**src/rtl/key_search_pkg.sv**
```systemverilog
// Shared types and constants for the RC4 key search controller.
// The FSM state and the software-visible status codes are kept as separate encodings.
package key_search_pkg;

  localparam int KEY_W_DEFAULT = 24;

  typedef enum logic [2:0] {
    ST_IDLE,
    ST_RESET_ENG,
    ST_LAUNCH,
    ST_WAIT,
    ST_FOUND,
    ST_EXHAUSTED,
    ST_TIMEOUT,
    ST_ABORTED
  } state_t;

  typedef enum logic [2:0] {
    STATUS_IDLE      = 3'd0,
    STATUS_RUNNING   = 3'd1,
    STATUS_FOUND     = 3'd2,
    STATUS_EXHAUSTED = 3'd3,
    STATUS_TIMEOUT   = 3'd4,
    STATUS_ABORTED   = 3'd5
  } status_t;

endpackage

```
**src/rtl/edge_detector.sv**
```systemverilog
// Rising-edge detector: flags the cycle in which d is high after being low on the previous clock.
module edge_detector (
  input  logic clk,
  input  logic reset,
  input  logic d,
  output logic rise
);

  logic d_q;

  always_ff @(posedge clk or posedge reset) begin
    if (reset) d_q <= 1'b0;
    else       d_q <= d;
  end

  assign rise = d & ~d_q;

endmodule

```
**src/rtl/key_search_ctrl.sv**
```systemverilog
// Steps the arcfour engine through an inclusive key range until a key decrypts,
// the range runs out, an attempt times out, or software aborts the search.
module key_search_ctrl
  import key_search_pkg::*;
#(
  parameter int KEY_W          = KEY_W_DEFAULT,
  parameter int TIMEOUT_CYCLES = 2000000
) (
  input  logic             clk,
  input  logic             reset,
  input  logic             go,
  input  logic             abort,
  input  logic [KEY_W-1:0] key_first,
  input  logic [KEY_W-1:0] key_last,
  output logic             eng_reset,
  output logic             eng_start,
  output logic [KEY_W-1:0] eng_key,
  input  logic             eng_finished,
  input  logic             eng_success,
  output logic             busy,
  output logic [2:0]       status,
  output logic [KEY_W-1:0] found_key,
  output logic [KEY_W:0]   attempts
);

  localparam int TMO_W = $clog2(TIMEOUT_CYCLES + 1);

  state_t             state;
  status_t            status_q;
  logic [KEY_W-1:0]   key_last_q;
  logic [TMO_W-1:0]   tmo_cnt;
  logic               fin_rise;

  // Only a fresh 0->1 transition counts, so a finished level held over from the
  // previous attempt cannot be mistaken for a result of the current key.
  edge_detector u_fin_edge (
    .clk   (clk),
    .reset (reset),
    .d     (eng_finished),
    .rise  (fin_rise)
  );

  assign status = status_q;

  always_ff @(posedge clk or posedge reset) begin
    if (reset) begin
      state      <= ST_IDLE;
      status_q   <= STATUS_IDLE;
      busy       <= 1'b0;
      eng_reset  <= 1'b0;
      eng_start  <= 1'b0;
      eng_key    <= '0;
      found_key  <= '0;
      attempts   <= '0;
      key_last_q <= '0;
      tmo_cnt    <= '0;
    end else begin
      eng_reset <= 1'b0;
      eng_start <= 1'b0;

      unique case (state)
        ST_IDLE, ST_FOUND, ST_EXHAUSTED, ST_TIMEOUT, ST_ABORTED: begin
          if (go && !abort) begin
            key_last_q <= key_last;
            attempts   <= '0;
            found_key  <= '0;
            if (key_first > key_last) begin
              state    <= ST_EXHAUSTED;
              status_q <= STATUS_EXHAUSTED;
              busy     <= 1'b0;
            end else begin
              eng_key   <= key_first;
              eng_reset <= 1'b1;
              state     <= ST_RESET_ENG;
              status_q  <= STATUS_RUNNING;
              busy      <= 1'b1;
            end
          end
        end

        ST_RESET_ENG: begin
          if (abort) begin
            eng_reset <= 1'b1;
            state     <= ST_ABORTED;
            status_q  <= STATUS_ABORTED;
            busy      <= 1'b0;
          end else begin
            eng_start <= 1'b1;
            attempts  <= attempts + 1'b1;
            tmo_cnt   <= TMO_W'(TIMEOUT_CYCLES);
            state     <= ST_LAUNCH;
          end
        end

        ST_LAUNCH: begin
          if (abort) begin
            eng_reset <= 1'b1;
            state     <= ST_ABORTED;
            status_q  <= STATUS_ABORTED;
            busy      <= 1'b0;
          end else begin
            state <= ST_WAIT;
          end
        end

        ST_WAIT: begin
          if (abort) begin
            eng_reset <= 1'b1;
            state     <= ST_ABORTED;
            status_q  <= STATUS_ABORTED;
            busy      <= 1'b0;
          end else if (fin_rise) begin
            if (eng_success) begin
              found_key <= eng_key;
              state     <= ST_FOUND;
              status_q  <= STATUS_FOUND;
              busy      <= 1'b0;
            end else if (eng_key == key_last_q) begin
              state    <= ST_EXHAUSTED;
              status_q <= STATUS_EXHAUSTED;
              busy     <= 1'b0;
            end else begin
              eng_key   <= eng_key + 1'b1;
              eng_reset <= 1'b1;
              state     <= ST_RESET_ENG;
            end
          end else begin
            // Counter was loaded with TIMEOUT_CYCLES at launch; hitting zero
            // here gives up after exactly that many cycles of waiting.
            tmo_cnt <= tmo_cnt - 1'b1;
            if (tmo_cnt <= TMO_W'(1)) begin
              state    <= ST_TIMEOUT;
              status_q <= STATUS_TIMEOUT;
              busy     <= 1'b0;
            end
          end
        end

        default: begin
          state    <= ST_IDLE;
          status_q <= STATUS_IDLE;
          busy     <= 1'b0;
        end
      endcase
    end
  end

endmodule

```
**config.mk**
```make
export PLATFORM = sky130hd
export DESIGN_NAME = key_search_ctrl
export DESIGN_NICKNAME = d
export VERILOG_FILES = /design/src/rtl/key_search_pkg.sv /design/src/rtl/edge_detector.sv /design/src/rtl/key_search_ctrl.sv
export SDC_FILE = /design/constraint.sdc
export NUM_CORES = 1
export LEC_CHECK = 0
export CORE_ASPECT_RATIO = 1.25
export CORE_MARGIN = 3
export CORE_UTILIZATION = 48
export DETAILED_ROUTE_END_ITERATION = 8
export GPL_TIMING_DRIVEN = 0
export PLACE_DENSITY_LB_ADDON = 0.15
export SETUP_SLACK_MARGIN = 0.15
export SYNTH_ARGS = -nofsm -noshare
export SYNTH_HDL_FRONTEND = slang
export SYNTH_HIERARCHICAL = 1
export SYNTH_SLANG_ARGS = --single-unit
```
**constraint.sdc**
```tcl
create_clock -name clk -period 3.95 [get_ports clk]
set_clock_uncertainty 0.1 [all_clocks]
set_input_delay 0.79 -clock clk [delete_from_list [all_inputs] [get_ports clk]]
set_output_delay 0.79 -clock clk [all_outputs]
set_load 0.05 [all_outputs]
```
==> reports/metrics.cfg <==
[synth]
synth_seq_cells=128
synth.avg_cell_area_um2=8.84
yosysWarnings=6
yosys.area_share.simple_pct=21.0
synth-compound-area-share_pct=16.2
synthAdderAreaFrac_pct=4.95
synth_top_flop_cell=dfrtp_1
muxShareOfSynthArea_pct=0.478
synth.net_count=882
synthDistinctLibCells=55
synthArstFlopShare_pct=100
syn_area_mm2=0.00707
ys_seq_area_share_pct=45.3
synth_edf_count=0
synthCells=800
synth_top_family_by_area=simple AND/OR/NAND/NOR gates
synthXorXnorAreaFrac_pct=7.55

[layout]
multi_input_area_mm2=0.00357
layout.nets=1035
syn_to_final_growth_pct=30.5
final_cell_mix=nand2_1 (140), clkdlybuf4s50_1 (131), dfrtp_1 (128), o21ai_0 (75), nor2_1 (58)
final_common_cell=nand2_1
regArea_mm2=0.00320
drive_gt1_share_pct=5.49
antenna-diode-count=0
stdcell_count=1144
fillers=1259

[clock_network]
cts.reportedPaths.clkPinSlew_ns=0.06
clockBufferDepth=2
cts_buffers=17
insertion_delay_ns=0.43
htreeDepth=4
post_cts_buffers=0
clkSinkCount=128
cts_tree=built
root_buffer=clkbuf_16

[floorplan]
die-area_mm2=0.0162
core_mm2=0.0144
io_pins=133
start_util_pct=49.1
die_h_um=142
die_w_um=115
num_rows=49

[drt]
dr.pass1.iters=5
num_vias=6473
ant_nets=0
drtIter0Drc=450
wire_per_inst_um=18.2
drc=0
totalWireLength_mm=20.8
vias_per_cell=5.66

[setup_path]
path_class=primary input to flip-flop
crit_start=key_first[23]
arrival_ns=3.80
crit_top_cell=clkbuf_1
critPathSlowestCell=clkdlybuf4s50_1
required_ns=4.14
endpoint_kind=flip-flop
crit_fanout=10
path_cells=clkdlybuf4s50_1, ha_1, nand4_1, nor3_1, a221oi_1, o21a_1, and3_1, clkbuf_1, clkbuf_1, o21ai_0, o2bb2ai_1
setup.worst_path.start_class=primary input
r2r-start=eng_key[2]
slowest_delay_ns=0.49

[power_and_ir_drop]
p_per_area_mw_per_mm2=738
ir_worst_vdd_mv=0.552
p_leak_nw=3.91

[timing]
timing.fmax_mhz=277
drv_slew=0
tightestPinTransition_ns=1.00
final-setup-viol-count=0
relSlewSlack_pct=32.7
final.min_clock_period_ns=3.61
fin_ws_ns=0.341
post-route-period-util_pct=91.4
final-hold-violation-count=0
rsz0062_at_grt=no

[global_routing]
grtUsageTotal_pct=26.5
grt_overflow_total=0
grt_pass1_vias=6539
grt_pass1_wl_mm=33.4
antenna_found_initial=0
grt_max_degree=37

[place]
io_buffers=131
dp_worst_setup_slack_ns=-0.475
place_congestion=0.927
dpl.hpwl_mm=15.9
dp.cells=1112

[hold_path]
hold_start=found_key[6]
hold_class=flip-flop to flip-flop

[flow_run]
drv_cap=0

[status]
outcome=finished clean

kinds of logic (layout without fill, tap and decap cells):
logic type                 count (synthesis)  count (layout)
AOI/OAI and AO/OA                        178             178
xor gates and xnor gates                  61              61
adders and majority gates                 28              28
buffers and inverters                     84             250
DFF                                      128             128
muxes                                      3               3
and+or+nand+nor                          318             318
final timing paths:
kind | endpoint | slack [ns] | cells after the start
worst max-delay path | eng_key[12] | 0.34 | 11
worst min-delay path | found_key[6] | 0.38 | 2
worst max register to register | eng_key[14] | 0.81 | 10
worst min register to register | found_key[6] | 0.38 | 2
max in group asynchronous | found_key[22] | 2.15 | 4
min in group asynchronous | u_fin_edge/d_q | 0.49 | 2
layout make-up:
type	count	area share, %
sequential	128	34.7
clock inverter	13	0.949
clock buffer	19	4.91
buffer	38	1.63
multi-input combinational	588	38.6
tap	178	2.41
timing repair buffer	134	14.9
inverter	46	1.91
metrics by stage:
stage	cell area [um^2]	utilization, %	total power [mW]	hold WS (ns)	setup TNS, ns
after detailed placement	8670	60.2	5.38	0.366	-8.36
after global routing	9230	64.1	7.17	0.406	0
after CTS	9230	64.1	6.83	0.379	0
after floorplan	7080	-	4.24	0.367	0
after global placement	8610	59.8	5.32	0.362	-8.47
final	9230	64.1	6.82	0.380	0
synthesized netlist by cell type, drive strengths merged (3+ instances only):
master	n	area (um^2)
a31oi	14	87.6
xor2	24	210
inv	46	173
and3	14	87.6
nand2b	5	31.3
and4	3	26.3
o31ai	19	156
nor3b	4	30.0
a21o	5	37.5
xnor2	37	324
and2	5	31.3
nand2	140	526
dfrtp	128	3200
clkbuf	29	109
a21oi	25	125
buf	9	38.8
nor2	58	218
o2bb2ai	5	43.8
nor3	18	95.1
nor2b	5	38.8
mux2	3	33.8
o22ai	4	25.0
a22oi	6	45.0
or3	6	42.5
nor4	11	75.1
nand3	25	125
o21ai	77	389
or4	3	22.5
or2	3	18.8
a32oi	5	43.8
nand4	16	100
a32o	5	50.1
ha	28	350
power breakdown:
group | switching, mW | internal, mW
combinational | 2.02 | 1.08
sequential | 0.506 | 1.77
clock | 0.611 | 0.831
total | 3.14 | 3.68
repair_timing:
item                                    4_1_cts  5_1_grt
gates resized for setup                       3        1
hold buffers                                  0        0
pin swaps                                     0        2
endpoints found under the setup margin       17       17
state kept, by name (all words and copies together), names as in the netlist, 3 cells and up:
register,flops
attempts,25
eng_key,24
found_key,24
key_last_q,24
state,3
status,3
tmo_cnt,21
metal layers:
layer | share of wire, % | up-vias | track usage [%]
met3 | 5.1 | 56 | 5.20
met4 | 4.4 | 0 | 14.1
met1 | 39 | 3101 | 31.0
li1 | - | 3085 | -
met2 | 51 | 231 | 45.4
met5 | 0 | - | 0
critical path, delay by kind of cell:
family / cells / cell delay, ns
buffers and inverters: 3 / 1.22
adders and majority gates: 1 / 0.38
AOI/OAI and AO/OA: 4 / 0.86
and+or+nand+nor: 3 / 0.53
Note: power is estimated with default switching activity, not from simulation.
